==> src/rtl/coin_dispenser.sv <==
// coin_dispenser: ejects a snapshotted set of change coins one at a time,
// largest denomination first, with a fixed pulse/gap cadence per coin.
// Tracks cents dispensed and reports busy/done/aborted.
module coin_dispenser #(
    parameter int PULSE_CYC = 2500000,
    parameter int GAP_CYC   = 2500000
) (
    input  logic       clk,
    input  logic       reset,
    input  logic       start,
    input  logic       abort,
    input  logic [3:0] quarters,
    input  logic [3:0] dimes,
    input  logic [3:0] nickels,
    input  logic [3:0] pennies,
    output logic       eject_q,
    output logic       eject_d,
    output logic       eject_n,
    output logic       eject_p,
    output logic       busy,
    output logic       done,
    output logic       aborted,
    output logic [9:0] dispensed
);

    localparam int TMAX = (PULSE_CYC > GAP_CYC) ? PULSE_CYC : GAP_CYC;
    localparam int TW   = $clog2(TMAX + 1);
    localparam logic [TW-1:0] T_PULSE = TW'(PULSE_CYC);
    localparam logic [TW-1:0] T_GAP   = TW'(GAP_CYC);
    localparam logic [TW-1:0] T_ONE   = TW'(1);

    localparam logic [1:0] SEL_Q = 2'd0;
    localparam logic [1:0] SEL_D = 2'd1;
    localparam logic [1:0] SEL_N = 2'd2;
    localparam logic [1:0] SEL_P = 2'd3;

    typedef enum logic [2:0] {S_IDLE, S_PICK, S_PULSE, S_GAP, S_DONE} state_t;

    state_t        state, state_nx;
    logic [TW-1:0] timer, timer_nx;
    logic [1:0]    sel, sel_nx;
    logic [3:0]    cnt_q, cnt_d, cnt_n, cnt_p;
    logic [3:0]    cq_nx, cd_nx, cn_nx, cp_nx;
    logic [9:0]    disp_nx;
    logic          abrt_nx;

    // Next-state: walk the snapshot counts, one coin per PICK/PULSE/GAP round.
    always_comb begin
        state_nx = state;
        timer_nx = timer;
        sel_nx   = sel;
        cq_nx    = cnt_q;
        cd_nx    = cnt_d;
        cn_nx    = cnt_n;
        cp_nx    = cnt_p;
        disp_nx  = dispensed;
        abrt_nx  = aborted;
        case (state)
            S_IDLE: begin
                // start wins over a simultaneous abort here
                if (start) begin
                    cq_nx    = quarters;
                    cd_nx    = dimes;
                    cn_nx    = nickels;
                    cp_nx    = pennies;
                    disp_nx  = '0;
                    abrt_nx  = 1'b0;
                    state_nx = S_PICK;
                end
            end
            S_PICK: begin
                if (abort) begin
                    state_nx = S_DONE;
                    abrt_nx  = 1'b1;
                end else if (cnt_q != 4'd0) begin
                    sel_nx = SEL_Q; timer_nx = T_PULSE; state_nx = S_PULSE;
                end else if (cnt_d != 4'd0) begin
                    sel_nx = SEL_D; timer_nx = T_PULSE; state_nx = S_PULSE;
                end else if (cnt_n != 4'd0) begin
                    sel_nx = SEL_N; timer_nx = T_PULSE; state_nx = S_PULSE;
                end else if (cnt_p != 4'd0) begin
                    sel_nx = SEL_P; timer_nx = T_PULSE; state_nx = S_PULSE;
                end else begin
                    state_nx = S_DONE;
                end
            end
            S_PULSE: begin
                // A coin that has held its full pulse is counted even if
                // abort lands on that final cycle; a cut-short one is not.
                if (timer == T_ONE) begin
                    case (sel)
                        SEL_Q:   begin cq_nx = cnt_q - 4'd1; disp_nx = dispensed + 10'd25; end
                        SEL_D:   begin cd_nx = cnt_d - 4'd1; disp_nx = dispensed + 10'd10; end
                        SEL_N:   begin cn_nx = cnt_n - 4'd1; disp_nx = dispensed + 10'd5;  end
                        default: begin cp_nx = cnt_p - 4'd1; disp_nx = dispensed + 10'd1;  end
                    endcase
                    timer_nx = T_GAP;
                    state_nx = S_GAP;
                end else begin
                    timer_nx = timer - T_ONE;
                end
                if (abort) begin
                    state_nx = S_DONE;
                    abrt_nx  = 1'b1;
                end
            end
            S_GAP: begin
                if (abort) begin
                    state_nx = S_DONE;
                    abrt_nx  = 1'b1;
                end else if (timer == T_ONE) begin
                    state_nx = S_PICK;
                end else begin
                    timer_nx = timer - T_ONE;
                end
            end
            S_DONE:  state_nx = S_IDLE;
            default: state_nx = S_IDLE;
        endcase
    end

    // State and registered outputs, all derived from the next state.
    always_ff @(posedge clk or negedge reset) begin
        if (!reset) begin
            state     <= S_IDLE;
            timer     <= '0;
            sel       <= SEL_Q;
            cnt_q     <= '0;
            cnt_d     <= '0;
            cnt_n     <= '0;
            cnt_p     <= '0;
            dispensed <= '0;
            aborted   <= 1'b0;
            busy      <= 1'b0;
            done      <= 1'b0;
            eject_q   <= 1'b0;
            eject_d   <= 1'b0;
            eject_n   <= 1'b0;
            eject_p   <= 1'b0;
        end else begin
            state     <= state_nx;
            timer     <= timer_nx;
            sel       <= sel_nx;
            cnt_q     <= cq_nx;
            cnt_d     <= cd_nx;
            cnt_n     <= cn_nx;
            cnt_p     <= cp_nx;
            dispensed <= disp_nx;
            aborted   <= abrt_nx;
            busy      <= (state_nx != S_IDLE);
            done      <= (state_nx == S_DONE);
            eject_q   <= (state_nx == S_PULSE) && (sel_nx == SEL_Q);
            eject_d   <= (state_nx == S_PULSE) && (sel_nx == SEL_D);
            eject_n   <= (state_nx == S_PULSE) && (sel_nx == SEL_N);
            eject_p   <= (state_nx == S_PULSE) && (sel_nx == SEL_P);
        end
    end

endmodule

==> config.mk <==
export PLATFORM = sky130hd
export DESIGN_NAME = coin_dispenser
export DESIGN_NICKNAME = d
export VERILOG_FILES = /design/src/rtl/coin_dispenser.sv
export SDC_FILE = /design/constraint.sdc
export NUM_CORES = 1
export LEC_CHECK = 0
export CAP_MARGIN = 15
export CORE_UTILIZATION = 30
export DETAILED_ROUTE_END_ITERATION = 8
export GPL_TIMING_DRIVEN = 1
export PLACE_DENSITY_LB_ADDON = 0.25
export SLEW_MARGIN = 0
export SYNTH_ARGS = -nofsm -noshare
export SYNTH_HDL_FRONTEND = slang
export SYNTH_SLANG_ARGS = --single-unit
==> constraint.sdc <==
create_clock -name clk -period 3.67 [get_ports clk]
set_input_delay 0.734 -clock clk [delete_from_list [all_inputs] [get_ports clk]]
set_output_delay 0.734 -clock clk [all_outputs]
set_load 0.05 [all_outputs]
# After elaboration in Yosys (flattened, before gate mapping)
# Index checks and enable logic that the tools add are counted.
[totals] output_inout_bits=17 in_bits=20 register_bits=60
[classes] reduce_logical=24 addsub=9 eq_ne=22 n_mux=49
[ops] cell="$mux 22" count=8
[ops] cell="$pmux 22 s3" count=1
[ops] cell="$mux 4" count=12
[ops] cell="$pmux 4 s2" count=4
[ops] cell="$mux 3" count=10
[ops] cell="$pmux 10 s3" count=1
[ops] cell="$eq 22x1->1 const B" count=1
[ops] cell="$sub 22x1->22 const B" count=1
[ops] cell="$mux 10" count=2
[ops] cell="$pmux 10 s2" count=1
[ops] cell="$reduce_and 4->1" count=4
[ops] cell="$reduce_bool 4->1" count=4
[ops] cell="$sub 4x1->4 const B" count=4
[ops] cell="$mux 2" count=6
[ops] cell="$ne 2x2->1 const B" count=6
[ops] cell="$pmux 3 s4" count=1
[ops] cell="$add 10x1->10 const B" count=1
[ops] cell="$add 10x3->10 const B" count=1
[ops] cell="$add 10x4->10 const B" count=1
[ops] cell="$add 10x5->10 const B" count=1
[ops] cell="$eq 3x2->1 const B" count=3
[ops] cell="$ne 2x1->1 const B" count=4
[ops] cell="$eq 2x2->1 const B" count=3
[ops] cell="$reduce_and 3->1" count=2
[ops] cell="other kinds (13)" count=22

# Depth between registers and ports, before layout
# Gate-level depths: netlist of run 1.
[depth] depth_word=9 depth_mapped=10 ltp_nobuf=8

# Least setup slack after synthesis of run 1
# Ideal clock, no wire load.
[synth_timing] path_kind="input to register" startpoint="in abort" endpoint="reg timer[18]" required_ns=3.521 t_arrival_ns=2.026 cell_stages=5 path_buffers=1 setup_ns=0.149 setup_slack_ns=1.495 path_cell_list="or4b_1 > clkbuf_8 > o21a_1 > a21oi_2 > a41oi_1"
[synth_via] elab_chain_cells=2
[synth_rtl] item="start, declared" line_no="11" source="input logic abort,"
[synth_rtl] item="$ne 2x2->1 (no line)"
[synth_rtl] item="$reduce_and 5->1 (no line) *"
[synth_rtl] item="end signal, assigned" line_no="142" source="timer <= timer_nx;"
[synth_rtl] item="end, declared" line_no="40" source="logic [TW-1:0] timer, timer_nx;"
# Every way passes the cells marked *; elsewhere a longest branch is shown, timed or not.
# A chain may end at the register's enable or synchronous reset.

# Worst setup path in the final report of run 1
# Same ends and word-level chain as after synthesis.

==> results of run 1 <==
==> cell type report <==
cell class,instances,area (sq um),area share [%]
timing repair buffer,44,415.4,9.039
multi-input combinational,321,2102,45.74
inverter,20,75.07,1.634
tap,168,210.2,4.574
clock buffer,12,256.5,5.581
clock inverter,2,35.03,0.7623
sequential,60,1501,32.67
==> sequential cells by signal, summed over array words and instances, names as in the netlist <==
| signal | cells |
|---|---|
| timer | 22 |
| sel | 2 |
| aborted | 1 |
| eject_n | 1 |
| eject_q | 1 |
| eject_p | 1 |
| dispensed | 10 |
| cnt_q | 4 |
| cnt_p | 4 |
| busy | 1 |
| state | 3 |
| cnt_d | 4 |
| done | 1 |
| eject_d | 1 |
| cnt_n | 4 |
==> cell families after synthesis <==
logic type               after synthesis  synth area share [%]
AO/OA/AOI/OAI                        139                 24.90
multiplexers                           4                 1.076
buffers and inverters                 41                 6.128
flip-flops                            60                 39.11
AND/OR/NAND/NOR                      162                 23.76
adder cells (fa/ha/maj)               14                 4.563
XOR/XNOR                               2                0.4564
==> cell usage after synthesis (4+ instances only) <==
| library cell | instances | area, sq um |
|---|---|---|
| nand3_1 | 18 | 90.09 |
| nand2b_1 | 11 | 68.82 |
| buf_2 | 4 | 20.02 |
| nor3_1 | 20 | 100.1 |
| nor3b_1 | 6 | 45.04 |
| nor2b_1 | 4 | 25.02 |
| a21o_1 | 4 | 30.03 |
| inv_1 | 20 | 75.07 |
| o22ai_1 | 13 | 81.33 |
| ha_1 | 14 | 175.2 |
| a22oi_1 | 10 | 75.07 |
| o31ai_1 | 6 | 45.04 |
| a21oi_1 | 26 | 130.1 |
| clkbuf_8 | 5 | 68.82 |
| nor2_1 | 35 | 131.4 |
| a22o_1 | 4 | 35.03 |
| a32o_1 | 8 | 80.08 |
| nand2_1 | 27 | 101.4 |
| clkbuf_1 | 8 | 30.03 |
| o22a_1 | 11 | 96.34 |
| dfrtp_1 | 60 | 1501 |
| a31oi_1 | 4 | 25.02 |
| o21ai_0 | 27 | 135.1 |
| o211ai_1 | 5 | 37.54 |
==> worst reg2reg max path, delay by kind of cell (launching register included) <==
kind,cells,cell delay (ps)
AO/OA/AOI/OAI,3,1070
AND/OR/NAND/NOR,2,830
flip-flops,1,400
adder cells (fa/ha/maj),1,180
buffers and inverters,1,70
==> power by group through the flow <==
stage	Sequential [mW]	Combinational, mW	Clock [mW]
final	1.08	1.62	0.837
after floorplan	1.12	1.19	0
after CTS	1.08	1.63	0.858
after global routing	1.12	1.80	0.888
after global placement	1.09	1.60	0
after detailed placement	1.09	1.62	0
==> layer usage <==
metal,GRT usage [%],vias to the layer above
met5,0,-
met2,24.10,73
met4,5.195,0
met1,23.74,1713
met3,2.478,6
li1,-,1667
==> path summary, 6_finish.rpt <==
| path | from | endpoint | slack, ps | cells after the start |
|---|---|---|---|---|
| setup / recovery | abort | timer[18] | 790 | 5 |
| hold / removal | reset | sel[1] | 390 | 1 |
| setup reg to reg | cnt_q[0] | timer[16] | 1000 | 7 |
| hold reg to reg | cnt_q[1] | cnt_q[1] | 520 | 1 |
| max in group asynchronous | reset | timer[11] | 2580 | 2 |
| min in group clk | cnt_q[1] | cnt_q[1] | 520 | 1 |
==> metrics.cfg, run 1 <==
[worst_setup_path]
crit_path_max_incr_delay_ps=690
critPathLaunchType=input port
critPathTopFamily=compound AO/OA/AOI/OAI gates
crit_buf_inv=1
critical_path.max_fanout=12
worstSetupPathType=in2reg
worstPathArrival_ps=3040
required_ps=3830
end_kind=register
worst_path_max_delay_cell=or4b_1
crit_chain=clkdlybuf4s50_1 > or4b_1 > o21a_1 > a21oi_2 > a41oi_1

[timing]
final-max-slew-violation-count=0
fmax_ghz=0.3470
rsz0062_at_grt=no
period_share_pct=78.53
relSlewSlack_pct=25.53
tightest_slew_ps=1112
fin_tns_setup_ps=0
hold_viol=0
finClkSkew_ps=7.928
min_period_ps=2882
setup_viol=0
whs_ps=393.1
worst_slack_ps=788.1

[floorplanning]
die_area_sq_mm=0.01325
io_pins=37
die-width_um=115.1
initial_core_util_pct=31.31
core_sq_mm=0.01226
die_y_um=115.1
num_rows=40

[logic_synthesis]
synthArstFlopShare_pct=100.0
syn_area_per_cell_sq_um=9.096
syn_area_sq_mm=0.003839
syn_nets=456
synthCells=422
ys_ff_latch=60
ys_warn_count=0
synth-seq-area-share_pct=39.11
synth_flop_cell=dfrtp_1
synth_edf_count=0
yosysUniqueCellTypes=69

[placement]
dp_slack_ps=443.4
io_buffer_count=36
place.gp.congestion=0.8261
dp.cells=613
place_hpwl_mm=7.342
placed_cell_area_sq_mm=0.004304

[pwr]
p_sw_mw=1.518
intPower_mw=2.026
swShare_pct=42.83
powerDensity_mw_per_mm2=771.1
total_power_mw=3.544
max-vdd-ir-drop_mv=0.3821
pwr-share-clk_pct=23.6
p_seq_share_pct=30.5
p_leak_nw=1.869
p_comb_share_pct=45.9

[cts]
root_buffer=clkbuf_16
cts_tree=built
ctsLongestPathBuffers=2
ctsHoldBuffers=0
numCtsBuffers=9
cts_resized=0
clk_pin_slew_worst_paths_ps=50
htreeDepth=3
cts_setup_buffers=0
clock-sinks=60
clk_latency_ps=320

[flow_run]
cap_violations=0

[routing]
routed_wl_mm=10.03
vias_per_cell=5.517
met2_length_mm=4.574
met1_length_mm=4.963
drtIter0Drc=193
wl_per_cell_um=15.99
via_count=3459
maxUsedRoutingLayer=met4
ant_nets=0
met3RoutedLength_um=403
drtPass1Iterations=4
remaining_drc_errors=0

[layout]
mostFrequentLayoutCell=dfrtp_1
num-fill-cells=1251
diodes=0
final_cell_mix=dfrtp_1 (60), nor2_1 (35), clkdlybuf4s50_1 (35), nand2_1 (27), o21ai_0 (27)
postLayoutCellArea_sq_mm=0.004596
area_growth_pct=19.72
layout-drive-gt1-share_pct=9.804
num-nets-final=490
utilization_pct=37.48
fin_cells=627

[grt]
grt_max_degree=26
grt_pass1_vias=3187
grt.overflow.total=0
grt_pass1_wl_mm=16.72
grtUsageTotal_pct=16.14
grt_antenna_before_repair=0

[min_path]
min_path_type=in2async

[status]
status=finished clean

Power figures use the tool's default switching activity.
==> run 2, diff against run 1 <==
==> constraint.sdc (replaced) <==
create_clock -name clk -period 2.4 [get_ports clk]
set_input_delay 0.48 -clock clk [delete_from_list [all_inputs] [get_ports clk]]
set_output_delay 0.48 -clock clk [all_outputs]
set_load 0.05 [all_outputs]
==> metrics.cfg, run 2 (synthesis gave the netlist of run 1 again) <==
[status]
status=finished clean

[worst_setup_path]
required_ps=2660
critical_path.max_fanout=6
worstSetupPathType=reg2reg
worst_path_max_delay_cell=dfrtp_2
end_kind=register
critPathLaunchType=register
crit_chain=or2_2 > inv_1 > ha_1 > and4_1 > o31ai_1 > a22o_1 > or4_1 > a21oi_1
worstPathArrival_ps=2560
critPathTopFamily=simple AND/OR/NAND/NOR gates
crit_path_max_incr_delay_ps=440
crit_buf_inv=1

[layout]
layout-drive-gt1-share_pct=17.41
mostFrequentLayoutCell=dfrtp_1
num-nets-final=523
regArea_sq_mm=0.001503
num-fill-cells=1240
largest_register_ffs=22
largestRegisters=timer (22), dispensed (10)
final_cell_mix=dfrtp_1 (59), buf_4 (39), nor2_1 (35), clkdlybuf4s50_1 (35)
area_growth_pct=27.90
fin_cells=662
multi_input_area_sq_mm=0.002130
regMostFlops=timer
diodes=0
utilization_pct=40.04

[routing]
met1_length_mm=5.034
wl_per_cell_um=15.81
maxUsedRoutingLayer=met4
drtIter0Drc=212
remaining_drc_errors=0
routed_wl_mm=10.47
via_count=3565
vias_per_cell=5.385
met3RoutedLength_um=384
met2_length_mm=4.778
ant_nets=0
drtPass1Iterations=5

[grt]
grt_pass1_wl_mm=17.64
grt_max_degree=39
grt_pass1_vias=3575
grt_antenna_before_repair=0
grtUsageTotal_pct=17.26
grt.overflow.total=0

[min_path]
min_path_type=in2async

[cts]
cts_tree=built
ctsLongestPathBuffers=2
cts_resized=1
cts_setup_buffers=0
numCtsBuffers=9
clk_pin_slew_worst_paths_ps=60
root_buffer=clkbuf_16
htreeDepth=3
clk_latency_ps=340
ctsHoldBuffers=0
clock-sinks=60

[placement]
dp_slack_ps=-4.621
io_buffer_count=36
place.gp.congestion=0.8571
place_hpwl_mm=7.731
dp.cells=646

[floorplanning]
initial_core_util_pct=31.31
die_area_sq_mm=0.01325
io_pins=37
num_rows=40
die_y_um=115.1
core_sq_mm=0.01226
die-width_um=115.1

[pwr]
p_leak_nw=2.051
powerDensity_mw_per_mm2=1177
total_power_mw=5.780
max-vdd-ir-drop_mv=0.6371

[timing]
finClkSkew_ps=8.178
tightest_slew_ps=901.1
fmax_ghz=0.4344
fin_tns_setup_ps=0
worst_slack_ps=97.77
rsz0062_at_grt=no
setup_viol=0
relSlewSlack_pct=39.93
min_period_ps=2302
final-max-slew-violation-count=0
period_share_pct=95.93
hold_viol=0

[flow_run]
cap_violations=0

==> run 2: per-stage QoR <==
stage | cell area (sq um) | hold slack (ps)
after floorplan | 3839 | 184.4
final | 4910 | 272.4
after detailed placement | 4577 | 505.2
after global routing | 4910 | 360.7
after global placement | 4577 | 508.1
after CTS | 4887 | 304.4
==> run 2: final cells by class <==
class	instances	share of cell area [%]
flip-flops and latches	60	30.61
clock buffers	12	5.224
well taps	168	4.281
multi-input cells	321	43.37
inverters	20	1.529
clock inverters	4	0.9684
repair buffers	77	14.02
==> run 2: report_power, final <==
group / switching [mW] / leakage (nW) / internal (mW) / total [mW]
Sequential: 0.322 / 0.742 / 1.30 / 1.62
Clock: 0.476 / 0.149 / 0.856 / 1.33
Combinational: 1.64 / 1.16 / 1.19 / 2.83
Total: 2.44 / 2.05 / 3.34 / 5.78
==> run 2: worst register-to-register path: stages (launching register included) <==
cell     delay, ps
dfrtp_2        440
or2_2          360
inv_1          100
ha_1           190
and4_1         240
o31ai_1        100
a22o_1         240
or4_1          410
a21oi_1        150
==> run 2: path summary, 6_finish.rpt <==
kind	endpoint	slack, ps	from	cells after the start
worst max-delay path	dispensed[7]	100	sel[0]	8
worst min-delay path	cnt_p[0]	270	reset	1
worst max register to register	dispensed[7]	100	sel[0]	8
worst min register to register	aborted	520	aborted	2
max in group asynchronous	cnt_n[1]	1480	reset	2
min in group clk	aborted	520	aborted	2
==> run 2: routing by layer <==
metal  up-vias  global-route usage (%)
met2        90                   26.51
met4         0                   9.351
met3        18                   2.583
met1      1730                   23.38
met5         -                       0
li1       1727                       -
